File: config.mk
export PLATFORM = sky130hd
export DESIGN_NAME = alu_rs
export DESIGN_NICKNAME = d
export VERILOG_FILES = /design/src/rtl/alu_rs.sv
export SDC_FILE = /design/constraint.sdc
export NUM_CORES = 2
export LEC_CHECK = 0
export BUFFER_PORTS_ARGS = -buffer_cell sky130_fd_sc_hd__buf_2
export CAP_MARGIN = 20
export CELL_PAD_IN_SITES_DETAIL_PLACEMENT = 0
export CELL_PAD_IN_SITES_GLOBAL_PLACEMENT = 1
export CORE_MARGIN = 1.5
export CORE_UTILIZATION = 49
export CTS_CLUSTER_SIZE = 10
export DETAILED_ROUTE_END_ITERATION = 10
export PLACE_DENSITY_LB_ADDON = 0.1
export SLEW_MARGIN = 20
export SYNTH_ARGS = -nofsm -noshare
export SYNTH_HDL_FRONTEND = slang
export SYNTH_SLANG_ARGS = --single-unit
export TNS_END_PERCENT = 30
File: constraint.sdc
create_clock -name clk -period 2.7 [get_ports clk]
set_clock_uncertainty 0.1 [all_clocks]
set_input_delay 0.405 -clock clk [delete_from_list [all_inputs] [get_ports clk]]
set_output_delay 0.405 -clock clk [all_outputs]
set_load 0.005 [all_outputs]
File: src/rtl/alu_rs.sv
// Integer ALU reservation station: buffers dispatched ops, snoops the CDB for
// operand wakeup, and issues the lowest-index operand-complete entry each cycle.
module alu_rs #(
  parameter int unsigned DEPTH  = 8,
  parameter int unsigned DATA_W = 32,
  parameter int unsigned TAG_W  = 4,
  parameter int unsigned OP_W   = 6
) (
  input  logic              clk,
  input  logic              rst_n,
  input  logic              flush,
  input  logic              in_valid,
  input  logic [OP_W-1:0]   in_op,
  input  logic [TAG_W-1:0]  in_rob_tag,
  input  logic [DATA_W-1:0] in_pc,
  input  logic [DATA_W-1:0] in_imm,
  input  logic              in_a_rdy,
  input  logic              in_b_rdy,
  input  logic [DATA_W-1:0] in_a_val,
  input  logic [DATA_W-1:0] in_b_val,
  input  logic [TAG_W-1:0]  in_a_tag,
  input  logic [TAG_W-1:0]  in_b_tag,
  output logic              full,
  input  logic              cdb_valid,
  input  logic [TAG_W-1:0]  cdb_tag,
  input  logic [DATA_W-1:0] cdb_data,
  output logic [OP_W-1:0]   alu_op,
  output logic [TAG_W-1:0]  alu_rob_tag,
  output logic [DATA_W-1:0] alu_pc,
  output logic [DATA_W-1:0] alu_a,
  output logic [DATA_W-1:0] alu_b,
  output logic [DATA_W-1:0] alu_imm
);

  localparam int unsigned IDX_W = (DEPTH > 1) ? $clog2(DEPTH) : 1;

  typedef struct packed {
    logic              busy;
    logic [OP_W-1:0]   op;
    logic [TAG_W-1:0]  rob;
    logic [DATA_W-1:0] pc;
    logic [DATA_W-1:0] imm;
    logic              a_rdy;
    logic [DATA_W-1:0] a_val;
    logic [TAG_W-1:0]  a_tag;
    logic              b_rdy;
    logic [DATA_W-1:0] b_val;
    logic [TAG_W-1:0]  b_tag;
  } entry_t;

  entry_t ent_q [DEPTH];
  entry_t ent_d [DEPTH];
  entry_t in_ent;

  logic [DEPTH-1:0] busy_vec;
  logic [DEPTH-1:0] cand_vec;
  logic             sel_found;
  logic [IDX_W-1:0] sel_idx;
  logic             alloc_found;
  logic [IDX_W-1:0] alloc_idx;
  logic             dispatch;

  logic [OP_W-1:0]   alu_op_q,  alu_op_d;
  logic [TAG_W-1:0]  alu_tag_q, alu_tag_d;
  logic [DATA_W-1:0] alu_pc_q,  alu_pc_d;
  logic [DATA_W-1:0] alu_a_q,   alu_a_d;
  logic [DATA_W-1:0] alu_b_q,   alu_b_d;
  logic [DATA_W-1:0] alu_imm_q, alu_imm_d;

  always_comb begin
    for (int unsigned i = 0; i < DEPTH; i++) begin
      busy_vec[i] = ent_q[i].busy;
      cand_vec[i] = ent_q[i].busy && ent_q[i].a_rdy && ent_q[i].b_rdy;
    end
  end

  assign full     = &busy_vec;
  assign dispatch = in_valid && alloc_found;

  // Both pickers look only at pre-edge state, so dispatch never lands on the entry issuing now.
  always_comb begin
    sel_found   = 1'b0;
    sel_idx     = '0;
    alloc_found = 1'b0;
    alloc_idx   = '0;
    for (int unsigned i = 0; i < DEPTH; i++) begin
      if (!sel_found && cand_vec[i]) begin
        sel_found = 1'b1;
        sel_idx   = IDX_W'(i);
      end
      if (!alloc_found && !busy_vec[i]) begin
        alloc_found = 1'b1;
        alloc_idx   = IDX_W'(i);
      end
    end
  end

  always_comb begin
    in_ent       = '0;
    in_ent.busy  = 1'b1;
    in_ent.op    = in_op;
    in_ent.rob   = in_rob_tag;
    in_ent.pc    = in_pc;
    in_ent.imm   = in_imm;
    in_ent.a_tag = in_a_tag;
    in_ent.b_tag = in_b_tag;
    in_ent.a_rdy = in_a_rdy || (cdb_valid && (in_a_tag == cdb_tag));
    in_ent.b_rdy = in_b_rdy || (cdb_valid && (in_b_tag == cdb_tag));
    in_ent.a_val = in_a_rdy ? in_a_val : cdb_data;
    in_ent.b_val = in_b_rdy ? in_b_val : cdb_data;
  end

  always_comb begin
    for (int unsigned i = 0; i < DEPTH; i++) begin
      ent_d[i] = ent_q[i];
      if (ent_q[i].busy && cdb_valid) begin
        if (!ent_q[i].a_rdy && (ent_q[i].a_tag == cdb_tag)) begin
          ent_d[i].a_rdy = 1'b1;
          ent_d[i].a_val = cdb_data;
        end
        if (!ent_q[i].b_rdy && (ent_q[i].b_tag == cdb_tag)) begin
          ent_d[i].b_rdy = 1'b1;
          ent_d[i].b_val = cdb_data;
        end
      end
      if (sel_found && (sel_idx == IDX_W'(i)))
        ent_d[i].busy = 1'b0;
      if (dispatch && (alloc_idx == IDX_W'(i)))
        ent_d[i] = in_ent;
      if (flush)
        ent_d[i].busy = 1'b0;
    end
  end

  always_comb begin
    alu_op_d  = '0;
    alu_tag_d = '0;
    alu_pc_d  = alu_pc_q;
    alu_a_d   = alu_a_q;
    alu_b_d   = alu_b_q;
    alu_imm_d = alu_imm_q;
    if (!flush && sel_found) begin
      alu_op_d  = ent_q[sel_idx].op;
      alu_tag_d = ent_q[sel_idx].rob;
      alu_pc_d  = ent_q[sel_idx].pc;
      alu_a_d   = ent_q[sel_idx].a_val;
      alu_b_d   = ent_q[sel_idx].b_val;
      alu_imm_d = ent_q[sel_idx].imm;
    end
  end

  always_ff @(posedge clk or negedge rst_n) begin
    if (!rst_n) begin
      for (int unsigned i = 0; i < DEPTH; i++)
        ent_q[i] <= '0;
      alu_op_q  <= '0;
      alu_tag_q <= '0;
      alu_pc_q  <= '0;
      alu_a_q   <= '0;
      alu_b_q   <= '0;
      alu_imm_q <= '0;
    end else begin
      for (int unsigned i = 0; i < DEPTH; i++)
        ent_q[i] <= ent_d[i];
      alu_op_q  <= alu_op_d;
      alu_tag_q <= alu_tag_d;
      alu_pc_q  <= alu_pc_d;
      alu_a_q   <= alu_a_d;
      alu_b_q   <= alu_b_d;
      alu_imm_q <= alu_imm_d;
    end
  end

  assign alu_op      = alu_op_q;
  assign alu_rob_tag = alu_tag_q;
  assign alu_pc      = alu_pc_q;
  assign alu_a       = alu_a_q;
  assign alu_b       = alu_b_q;
  assign alu_imm     = alu_imm_q;

endmodule

Word-level counts from Yosys, hierarchy flattened
Index checks and enable logic that the tools add are counted.
{"block": "op_classes", "n_lt_le_gt_ge": 1, "eq_ne": 32, "muxes": 93, "bitwise_logic": 1, "n_reduce_logical": 164}
{"cell": "2-to-1 mux 149 bit", "n": 8}
{"cell": "2-to-1 mux 33 bit", "n": 32}
{"cell": "binary-select mux 149 bit (select 3 bit)", "n": 1}
{"cell": "2-to-1 mux 148 bit", "n": 2}
{"cell": "logical AND 1 bit", "n": 74}
{"cell": "equality test 4 bit", "n": 18}
{"cell": "2-to-1 mux 32 bit", "n": 2}
{"cell": "nonzero test 2 bit", "n": 24}
{"cell": "logical NOT 1 bit", "n": 37}
{"cell": "2-to-1 mux 3 bit", "n": 12}
{"cell": "2-to-1 mux 1 bit", "n": 34}
{"cell": "AND reduction 2 bit", "n": 16}
{"cell": "equality test 3 bit (second input constant)", "n": 8}
{"cell": "nonzero test 3 bit", "n": 8}
{"cell": "equality test 3 x 2 -> 1 bit (second input constant)", "n": 4}
{"cell": "AND reduction 8 bit", "n": 1}
{"cell": "equality test 3 x 1 -> 1 bit (second input constant)", "n": 2}
{"cell": "logical NOT 3 bit", "n": 2}
{"cell": "2-to-1 mux 6 bit", "n": 1}
{"cell": ">= comparator 4 bit (second input constant)", "n": 1}
{"cell": "2-to-1 mux 4 bit", "n": 1}
{"cell": "NOT 3 -> 4 bit", "n": 1}
{"cell": "logical OR 1 bit", "n": 2}
{"block": "totals", "register_bits": 1330, "input_bits": 189, "out_inout_bits": 139, "wordCells": 385}

Logic depth before layout (Yosys ltp)
{"block": "depth", "depth_word": 29, "ltp_mapped": 11, "depth_no_buf": 6}

Worst setup path after synthesis
Ideal clock, no wire load.
{"block": "synth_timing", "path_kind": "reg-to-reg", "start": "reg ent_q, in the netlist busy_vec[5]", "end": "reg alu_a_q[26] (netlist: alu_a[26])", "t_arrival_ps": 2067, "required_time_ps": 2506, "slack_ps": 439, "path_stages_with_launch": 10, "n_path_buf": 3, "path_cell_list": "dfrtp_1 -> and3_4 -> a211o_1 -> and2_4 -> buf_6 -> buf_12 -> nor3_4 -> buf_2 -> a221oi_1 -> a221oi_2"}
{"block": "synth_via", "elab_chain_cells": 14, "elab_cells_between_ends": 18, "cone_classes": "9 x mux; 1 x bitwise; 8 x reduce/logical"}
{"element": "start: declaration", "line": "51", "rtl": "entry_t ent_q [DEPTH];"}
{"element": "start signal: indexed assignment", "line": "164", "rtl": "ent_q[i] <= ent_d[i];"}
{"element": "logical AND 1 bit (*) (2 in series)", "line": "73", "rtl": "cand_vec[i] = ent_q[i].busy && ent_q[i].a_rdy && ent_q[i].b_rdy;"}
{"element": "logical AND 1 bit (*)", "line": "87", "rtl": "if (!sel_found && cand_vec[i]) begin"}
{"element": "2-to-1 mux 1 bit", "line": "87"}
{"element": "logical NOT 1 bit", "line": "87"}
{"element": "logical AND 1 bit", "line": "87"}
{"element": "2-to-1 mux 1 bit", "line": "87"}
{"element": "logical NOT 1 bit", "line": "87"}
{"element": "logical AND 1 bit", "line": "87"}
{"element": "2-to-1 mux 3 bit", "line": "87"}
{"element": "NOT 3 -> 4 bit (not written as such)", "line": "146", "rtl": "alu_a_d = ent_q[sel_idx].a_val;"}
{"element": "binary-select mux 149 bit (select 3 bit)", "line": "146"}
{"element": "2-to-1 mux 148 bit (2 in series)"}
{"element": "end signal: assignment", "line": "168", "rtl": "alu_a_q <= alu_a_d;"}
{"element": "end: declaration", "line": "66", "rtl": "logic [DATA_W-1:0] alu_a_q, alu_a_d;"}
Every way passes the cells marked *; elsewhere a longest branch is shown, timed or not. The select of a mux whose other input is x is not followed.
A chain may end at the register's enable or synchronous reset.

Final worst setup path
{"block": "layout_timing", "start": "reg ent_q[632] (netlist bit)", "end": "reg alu_b_q[17] (netlist: alu_b[17])"}
{"block": "layout_via", "elab_chain_cells": 19, "elab_cells_between_ends": 25, "cone_classes": "13 x mux; 1 x bitwise; 11 x reduce/logical"}
{"element": "logical AND 1 bit (*)", "line": "73"}
{"element": "logical AND 1 bit (*)", "line": "87"}
{"element": "2-to-1 mux 1 bit", "line": "87"}
{"element": "logical NOT 1 bit", "line": "87"}
{"element": "logical AND 1 bit", "line": "87"}
{"element": "2-to-1 mux 1 bit", "line": "87"}
{"element": "logical NOT 1 bit", "line": "87"}
{"element": "logical AND 1 bit", "line": "87"}
{"element": "[... 2 more ...]"}
{"element": "logical AND 1 bit", "line": "87"}
{"element": "2-to-1 mux 1 bit", "line": "87"}
{"element": "logical NOT 1 bit", "line": "87"}
{"element": "logical AND 1 bit", "line": "87"}
{"element": "2-to-1 mux 3 bit", "line": "87"}
{"element": "NOT 3 -> 4 bit (not written as such)", "line": "147", "rtl": "alu_b_d = ent_q[sel_idx].b_val;"}
{"element": "binary-select mux 149 bit (select 3 bit)", "line": "147"}
{"element": "2-to-1 mux 148 bit (2 in series)"}
{"element": "end signal: assignment", "line": "169", "rtl": "alu_b_q <= alu_b_d;"}
{"element": "end: declaration", "line": "67", "rtl": "logic [DATA_W-1:0] alu_b_q, alu_b_d;"}
Marks and branches as above.

==> impl_metrics.ini <==
[run_status]
status = finished clean

[sta]
min_period_ns = 2.60
timing.fmax_mhz = 385
slew_violations = 0
period_share = 0.962
slew_headroom = 0.369
tns_ns = 0
rsz0062_at_grt = false
hold_violations = 0
worstMarginPinSlew_ns = 0.943
setup_viol = 0

[routing]
wl_mm = 222
drc = 0
dr.pass1.iters = 5
vias_per_cell = 6.04
post_drt_wl_per_cell_um = 26.6
vias = 50400
drt_iter0_drc = 4174
drtAntennaViolNets = 0

[global_route]
antenna_found_initial = 14
gr-total-overflow = 0
grt_pass1_vias = 50900
grtUsageTotal = 0.327
grt_max_degree = 150
grt_pass1_wl_mm = 335

[synthesis]
yosysSeqAreaShare = 0.511
synth_top_area_cell = dfrtp_1
synth_top_cell_area_share = 0.511
synth-main-ff-cell = dfrtp_1
avgSynthCellArea_um2 = 10.5
syn_inst = 6203
synthTopCellsByArea = dfrtp_1, mux2_2, mux2i_1, nand2_1, o21ai_0
synth_common_cells = nand2_1, dfrtp_1, o21ai_0, mux2_2, mux2i_1
synth_cell_type_count = 53
synth_area_um2 = 65100
yosys_warnings = 0
synth_nets = 6392
ys_ff_latch = 1330
synth-edff-count = 0
yosysMostFrequentCell = nand2_1
synth-async-reset-ratio = 1.00

[setup_path]
worstPathMaxFanout = 14
slowest_delay_ns = 0.41
slowest_stage = buf_4
cp-end-kind = register
crit_arrival_ns = 3.19
startpoint_type = register
cp_top_family = simple AND/OR/NAND/NOR gates
path_buf_inv = 1
crit_path_cell_trace = and3_2, a211o_1, and2_4, nor2_8, buf_4, mux2i_1, a221oi_2
cp.required_ns = 3.29
crit_type = reg2reg

[place]
portBuffers = 327
dp_hpwl_mm = 126
gp_congestion = 0.824

[cts]
clk_pin_slew_ns = 0.06
cts_buffers = 156
cts.sinks = 1330
clock_latency_ns = 0.81
root_buffer = clkbuf_16
cts_tree = yes
htreeDepth = 4
max-clock-path-buffers = 3

[floorplan]
die_h_um = 368
coreArea_um2 = 132000
initial_core_util = 0.495
ios = 328
design.die.area_um2 = 135000
num_rows = 133
die_x_um = 368

[power_and_ir_drop]
ir_drop_mv = 0.573
power_leakage_nw = 38.6
p_total_mw = 53.0
power-per-cell-area_nw_per_um2 = 697

[finish]
area_growth_pct = 16.8
nets = 6713
drive_gt1_frac = 0.229

[job]
max_cap_viol_count = 0

[min_path]
min_path_type = in2reg
-- stage by stage --
| step | setup WS, ns | std cells | util | instance area (um2) | hold WS, ns |
|---|---|---|---|---|---|
| after detailed placement | 0.101 | 7953 | 0.531 | 70000 | 0.200 |
| after global placement | 0.158 | 7953 | 0.531 | 70000 | 0.203 |
| final | 0.102 | 8340 | 0.578 | 76100 | 0.0585 |
| after global routing | 0.00286 | 8339 | 0.578 | 76100 | 0.0552 |
| after floorplan | 0.439 | 6203 | - | 65100 | 0.00941 |
| after CTS | 0.0301 | 8334 | 0.577 | 76000 | 0.00393 |
-- state kept, by name (all words and copies together) (netlist names) --
signal       count
alu_a           32
alu_op           6
alu_pc          32
busy_vec         8
alu_b           32
alu_imm         32
alu_rob_tag      4
ent_q         1184
-- layout make-up --
| class | instances | area (um2) |
|---|---|---|
| diodes | 4 | 10.0 |
| inverters | 4 | 15.0 |
| clock buffers | 200 | 4200 |
| multi-input cells | 4298 | 29400 |
| flip-flops and latches | 1330 | 33300 |
| fillers | 11200 | 55600 |
| well taps | 1755 | 2200 |
| clock inverters | 15 | 191 |
| repair buffers | 734 | 6760 |
-- cells in the final DEF (no fill, tap or decap), types with 128 or more instances in the layout --
master and n:
o22ai_1 128, mux2i_1 576, o21ai_0 606, buf_2 324, dfrtp_1 1330, clkbuf_16 156
mux2_2 602, nand2_1 1372, a21o_1 128, nand3_1 166, dlygate4sd3_1 166
-- worst min-delay path, stage by stage --
cell and delay [ns]:
buf_2 0.10, mux2_2 0.28, nand2_1 0.06, o21ai_0 0.06
-- cell families after synthesis --
group	after synthesis	synth area share
DFF	1330	0.511
AOI/OAI and AO/OA	1348	0.142
xor gates and xnor gates	72	0.00968
muxes	1178	0.193
and+or+nand+nor	1700	0.105
buffers and inverters	575	0.0397
-- repair_timing --
item | CTS | global route
hold buffers | 166 | 0
endpoints found under the setup margin | 0 | 25
resized for setup | 0 | 8
buffers inserted | 0 | 2
hold endpoints to repair | 1772 | 0
-- power breakdown --
part	internal, mW	switching [mW]	total (mW)
logic	4.16	4.76	8.92
clock network	10.8	8.36	19.2
registers	22.8	2.11	24.9
total	37.8	15.2	53.0
-- path summary, 6_finish.rpt --
path / slack (ns) / cells after the start / end / startpoint
max: 0.10 / 7 / alu_b[17]$_DFFE_PN0P_ / ent_q[632]$_DFFE_PN0P_
min: 0.06 / 4 / ent_q[506]$_DFFE_PN0P_ / in_a_val[18]
max reg2reg: 0.10 / 7 / alu_b[17]$_DFFE_PN0P_ / ent_q[632]$_DFFE_PN0P_
min reg2reg: 0.36 / 2 / ent_q[227]$_DFFE_PN0P_ / ent_q[227]$_DFFE_PN0P_
max in group asynchronous: 0.91 / 3 / ent_q[321]$_DFFE_PN0P_ / rst_n
min in group asynchronous: 0.25 / 3 / ent_q[319]$_DFFE_PN0P_ / rst_n
-- per-layer routing --
layer  vias to the layer above  routed length, um  share of wire  track usage
met2                      1909             103000           0.46        0.518
met4                        20               7130          0.032        0.111
met3                       413              16500          0.074       0.0673
met5                         -                136        0.00061            0
li1                      22400                  -              -            -
met1                     25600              95300           0.43        0.448
(Power assumes the default switching activity.)
